## config.mk

```make
export PLATFORM = sky130hd
export DESIGN_NAME = tt_scan_ctrl
export DESIGN_NICKNAME = d
export VERILOG_FILES = /design/src/rtl/tt_scan_ctrl.sv
export SDC_FILE = /design/constraint.sdc
export NUM_CORES = 1
export LEC_CHECK = 0
export ABC_CLOCK_PERIOD_IN_PS = 1950
export CAP_MARGIN = 20
export CORE_AREA = 5 5 60 62
export CTS_CLUSTER_SIZE = 25
export DETAILED_ROUTE_END_ITERATION = 8
export DIE_AREA = 0 0 65 67
export PLACE_DENSITY = 0.76
export SETUP_SLACK_MARGIN = 0.15
export SYNTH_ARGS = -nofsm -noshare
export SYNTH_HDL_FRONTEND = slang
export SYNTH_SLANG_ARGS = --single-unit
```

## constraint.sdc

```tcl
create_clock -name clk -period 1.95 [get_ports clk]
set_input_delay 0.39 -clock clk [delete_from_list [all_inputs] [get_ports clk]]
set_output_delay 0.39 -clock clk [all_outputs]
set_load 0.02 [all_outputs]
```

## src/rtl/tt_scan_ctrl.sv

```systemverilog
// Truth-table scan controller: sweeps every input vector of a small function unit and
// captures its output into a table. Optional error log: `TT_SCAN_ERRLOG_EN.
// `expect` and `table` are SystemVerilog keywords, so those ports are exp_mask and tbl.
//
// state | meaning
// IDLE  | waiting for start
// SCAN  | driving idx, counting settle cycles, sampling fn_out
// DONE  | table complete, result held until next start
module tt_scan_ctrl #(
  parameter int IW     = 3,
  parameter int SETTLE = 0
) (
  input  logic            clk,
  input  logic            clr,
  input  logic            start,
  input  logic [2**IW-1:0] exp_mask,
  output logic [IW-1:0]   fn_in,
  input  logic            fn_out,
  output logic            busy,
  output logic            done,
  output logic [2**IW-1:0] tbl,
  output logic            pass
`ifdef TT_SCAN_ERRLOG_EN
  ,
  output logic [IW-1:0]   first_bad,
  output logic [IW:0]     bad_cnt
`endif
);

  localparam int TW = 2**IW;
  localparam logic [IW-1:0] LAST   = IW'(TW - 1);
  localparam logic [3:0]    CNT_LD = 4'(SETTLE);

  typedef enum logic [1:0] {IDLE, SCAN, DONE} state_t;

  state_t          state;
  logic [IW-1:0]   idx;
  logic [3:0]      cnt;
  logic [TW-1:0]   expect_q;

`ifdef TT_SCAN_ERRLOG_EN
  localparam logic [IW:0] ONE = (IW+1)'(1);
`endif

  always_ff @(posedge clk or negedge clr) begin
    if (!clr) begin
      state    <= IDLE;
      idx      <= '0;
      cnt      <= '0;
      expect_q <= '0;
      tbl      <= '0;
      busy     <= 1'b0;
      done     <= 1'b0;
`ifdef TT_SCAN_ERRLOG_EN
      first_bad <= '0;
      bad_cnt   <= '0;
`endif
    end else begin
      case (state)
        IDLE, DONE: begin
          if (start) begin
            state    <= SCAN;
            idx      <= '0;
            cnt      <= CNT_LD;
            tbl      <= '0;
            expect_q <= exp_mask;
            busy     <= 1'b1;
            done     <= 1'b0;
`ifdef TT_SCAN_ERRLOG_EN
            first_bad <= '0;
            bad_cnt   <= '0;
`endif
          end
        end
        SCAN: begin
          if (cnt != 4'd0) begin
            cnt <= cnt - 4'd1;
          end else begin
            tbl[idx] <= fn_out;
`ifdef TT_SCAN_ERRLOG_EN
            if (fn_out != expect_q[idx]) begin
              if (bad_cnt == '0) first_bad <= idx;
              bad_cnt <= bad_cnt + ONE;
            end
`endif
            // idx stays at the last vector so fn_in holds TW-1 in DONE
            if (idx == LAST) begin
              state <= DONE;
              busy  <= 1'b0;
              done  <= 1'b1;
            end else begin
              idx <= idx + 1'b1;
              cnt <= CNT_LD;
            end
          end
        end
        default: begin
          state <= IDLE;
          busy  <= 1'b0;
          done  <= 1'b0;
        end
      endcase
    end
  end

  assign fn_in = idx;
  assign pass  = done & (tbl == expect_q);

endmodule

```

==> impl_metrics.env <==
export IMPL_globalRouteMet2Util_pct=30.1
export IMPL_p_sw_share_pct=42.6
export IMPL_fin_nets=204
export IMPL_final_setup_viol_count=0
export IMPL_worstMarginPinSlew_ns=0.537
export IMPL_numClockSinks=26
export IMPL_met1_usage_pct=19.8
export IMPL_hold_buffers_post_cts=0
export IMPL_yosysSeqAreaShare_pct=44.0
export IMPL_critPathCaptureType="output pin"
export IMPL_synth_top_area_share_pct=44.0
export IMPL_skew_ns=0.00133
export IMPL_final_hold_violation_count=0
export IMPL_path_delay_family="buffers and inverters"
export IMPL_clock_latency_at_the_later_pin_of_the_worst_skew_pair_ns=0.33
export IMPL_cts_made_buffers=3
export IMPL_internal_power_mw=1.48
export IMPL_synth_top_cells_by_area="sky130_fd_sc_hd__dfrtp_1 44%, sky130_fd_sc_hd__nand2_1 6.9%, sky130_fd_sc_hd__xnor2_1 4.7%"
export IMPL_syn_instance_count=151
export IMPL_core_area_um2=2980
export IMPL_total_of_buffers_placed_on_input_and_output_ports=25
export IMPL_layout_worst_path_cycle_share_pct=89.8
export IMPL_drtPass1Iterations=4
export IMPL_syn_area_per_cell_um2=9.79
export IMPL_worst_path_max_fanout=3
export IMPL_netlist_top_cells_count="27 x sky130_fd_sc_hd__nand2_1, 26 x sky130_fd_sc_hd__dfrtp_1, 12 x sky130_fd_sc_hd__nand3_1, 8 x sky130_fd_sc_hd__xnor2_1, 7 x sky130_fd_sc_hd__nand4_1"
export IMPL_maximum_frequency_from_static_timing_analysis_ghz=0.571
export IMPL_rsz0062_at_grt="yes"
export IMPL_synth_edff_count=0
export IMPL_ys_warn_count=0
export IMPL_r2r_start="cnt[0]"
export IMPL_status="finished clean"
export IMPL_post_synth_top_area_cell="sky130_fd_sc_hd__dfrtp_1"
export IMPL_clock_pin_slew_on_the_worst_setup_and_hold_paths_ns=0.14
export IMPL_synth_seq_cells=26
export IMPL_critical_path_startpoint_type="flip-flop"
export IMPL_die_h_um=67
export IMPL_rows=20
export IMPL_globalRouteMet3Util_pct=4.38
export IMPL_dp_hpwl_um=2500
export IMPL_multi_input_area_um2=764
export IMPL_area_growth_pct=27.0
export IMPL_cts_root_buffer="sky130_fd_sc_hd__clkbuf_4"
export IMPL_pwr_share_clk_pct=9.1
export IMPL_asyncSetResetFlopFracSynth_pct=100
export IMPL_first_pass_grt_wire_length_um=5750
export IMPL_ant_cells=0
export IMPL_cellLeakagePower_nw=0.927
export IMPL_drc=0
export IMPL_cp_buffers_inverters=3
export IMPL_grt_overflow_total=0
export IMPL_count_of_pins_over_their_slew_limit=0
export IMPL_worst_ep_arrival_time_ns=1.36
export IMPL_r2r_setup_slack_ns=0.28
export IMPL_dr_vias=1257
export IMPL_synth_most_common_cell="sky130_fd_sc_hd__nand2_1"
export IMPL_path_class="flip-flop to output pin"
export IMPL_groute_usage_overall_pct=17.3
export IMPL_detail_route_vias_per_cell=5.74
export IMPL_power_frac_comb_pct=54.9
export IMPL_start_util_pct=49.6
export IMPL_first_global_vias=1263
export IMPL_die_width_um=65
export IMPL_syn_area_um2=1480
export IMPL_critical_path_slowest_cell="sky130_fd_sc_hd__dfrtp_1"
export IMPL_gpl_final_weighted_congestion=0.804
export IMPL_num_io_pins=26
export IMPL_finalSetupTns_ns=0
export IMPL_ir_worst_vdd_mv=0.645
export IMPL_path_cells="buf_4, buf_4, dlygate4sd2_1"
export IMPL_timing_reg2reg_worst_path_depth=5
export IMPL_design_power_mw=2.58
export IMPL_pwr_dens_nw_per_um2=1370
export IMPL_layout_area_seq_um2=653
export IMPL_pwr_share_seq_pct=36.1
export IMPL_drive_above_1_share_pct=18.8
export IMPL_antenna_left=0
export IMPL_cp_common_cell="sky130_fd_sc_hd__buf_4"
export IMPL_yosys_most_used_dff="sky130_fd_sc_hd__dfrtp_1"
export IMPL_max_cap_violations=0
export IMPL_fillerInstances=263
export IMPL_grt_antenna_before_repair=0
export IMPL_h_tree_depth=1
export IMPL_grt_busiest_layer="met2"
export IMPL_clock_tree_from_tritoncts="yes"
export IMPL_dieArea_um2=4360
export IMPL_layout_min_cycle_time_ns=1.75
export IMPL_hold_path_class="input port to asynchronous set/reset pin"
export IMPL_synth_net_count=167
export IMPL_ctsLongestPathBuffers=2
export IMPL_crit_required_ns=1.56
export IMPL_detail_route_wl_per_cell_um=15.6
export IMPL_power_switching_mw=1.10
export IMPL_iteration_0_drc_count_of_the_detailed_router=37
export IMPL_drt_wl_total_um=3410
export IMPL_worstReg2RegEnd="fn_in[0]"
export IMPL_post_synth_num_cell_types=40
export IMPL_grt_start_max_net_pins=27
export IMPL_slowest_delay_ns=0.43
export IMPL_relSlewSlack_pct=64.0
layout make-up:
class                           count  area share, %
Clock buffer                        3           1.20
Inverter                            5           1.00
Multi-Input combinational cell    110           40.7
Sequential cell                    26           34.8
Tap cell                           33           2.20
Timing Repair Buffer               42           20.1
cell usage in the layout (no fill, tap or decap), types with 2 or more instances in the layout:
master                            synthesis  layout
sky130_fd_sc_hd__mux2i_1                  2       2
sky130_fd_sc_hd__o211ai_1                 4       4
sky130_fd_sc_hd__dlygate4sd2_1            0       7
sky130_fd_sc_hd__nor2b_1                  5       5
sky130_fd_sc_hd__and3b_1                  3       3
sky130_fd_sc_hd__dfrtp_2                  0       2
sky130_fd_sc_hd__nor3b_2                  2       2
sky130_fd_sc_hd__nor2_1                   2       2
sky130_fd_sc_hd__nand3_1                 12      12
sky130_fd_sc_hd__nand2_1                 27      27
sky130_fd_sc_hd__o211ai_2                 4       4
sky130_fd_sc_hd__clkdlybuf4s50_1          0      13
sky130_fd_sc_hd__o311ai_0                 4       4
sky130_fd_sc_hd__buf_4                    1      18
sky130_fd_sc_hd__ha_1                     4       4
sky130_fd_sc_hd__inv_1                    5       5
sky130_fd_sc_hd__dfrtp_1                 26      24
sky130_fd_sc_hd__nand3b_1                 3       3
sky130_fd_sc_hd__a22o_1                   2       2
sky130_fd_sc_hd__nand4_1                  7       7
sky130_fd_sc_hd__a21oi_1                  3       3
sky130_fd_sc_hd__xnor2_1                  8       8
sky130_fd_sc_hd__clkbuf_4                 0       3
sky130_fd_sc_hd__dlymetal6s2s_1           0       4
power by group through the flow:
stage	Combinational, mW	Clock (mW)	Sequential [mW]
2_1_floorplan	0.805	0	1.01
3_3_place_gp	1.30	0	0.943
3_5_place_dp	1.34	0	0.959
4_1_cts	1.31	0.246	0.951
5_1_grt	1.55	0.265	0.958
6_report	1.41	0.234	0.930
worst reg2reg max path, cell delays in order (launching register included):
cell and delay, ns:
sky130_fd_sc_hd__dfrtp_1 0.43, sky130_fd_sc_hd__inv_1 0.09, sky130_fd_sc_hd__ha_1 0.20, sky130_fd_sc_hd__or3b_4 0.50, sky130_fd_sc_hd__nor3_4 0.23, sky130_fd_sc_hd__mux2_2 0.18
timing repair:
action	in CTS	in global routing
pin swaps	0	4
buffers inserted	0	7
setup endpoints to repair	8	8
gates resized for setup	14	7
worst max path at each step:
stage	start	cells past startpoint	to	slack, ns
after floorplan	tbl[6]	3	pass	0.34
after global placement	tbl[0]	4	pass	0.13
after detailed placement	tbl[0]	4	pass	0.07
after CTS	tbl[0]	4	pass	0.13
after global routing	tbl[4]	4	pass	0.11
final	tbl[4]	3	tbl[4]	0.20
registers in the layout, summed over array words and instances, names as in the netlist:
| signal | count |
|---|---|
| fn_in | 3 |
| cnt | 4 |
| busy | 1 |
| tbl | 8 |
| state | 2 |
| expect_q | 8 |
logic make-up (layout without fill, tap and decap cells):
group | Yosys count | after routing | synth area share [%]
multiplexers | 3 | 3 | 2.12
AO/OA/AOI/OAI | 25 | 25 | 14.7
flip-flops | 26 | 26 | 44.0
adder cells (fa/ha/maj) | 4 | 4 | 3.39
XOR/XNOR | 8 | 8 | 4.74
buffers and inverters | 15 | 50 | 5.00
AND/OR/NAND/NOR | 70 | 70 | 26.0
per-stage QoR:
step / cells / cell area [um2] / worst slack [ns] / utilization [%] / hold slack [ns]
final: 219 / 1880 / 0.198 / 63.0 / 0.404
after global routing: 219 / 1880 / 0.113 / 63.0 / 0.427
after CTS: 212 / 1800 / 0.133 / 60.5 / 0.412
after detailed placement: 209 / 1790 / 0.0670 / 60.1 / 0.485
after global placement: 209 / 1790 / 0.126 / 60.1 / 0.478
after floorplan: 151 / 1480 / 0.341 / - / 0.0944
layer usage:
| metal | vias to the layer above | part of all wire [%] |
|---|---|---|
| met5 | - | 0 |
| met4 | 0 | 1.7 |
| met3 | 6 | 4.6 |
| met2 | 25 | 49 |
| met1 | 609 | 44 |
| li1 | 617 | - |
No activity file was read; power rests on OpenSTA's default activity.
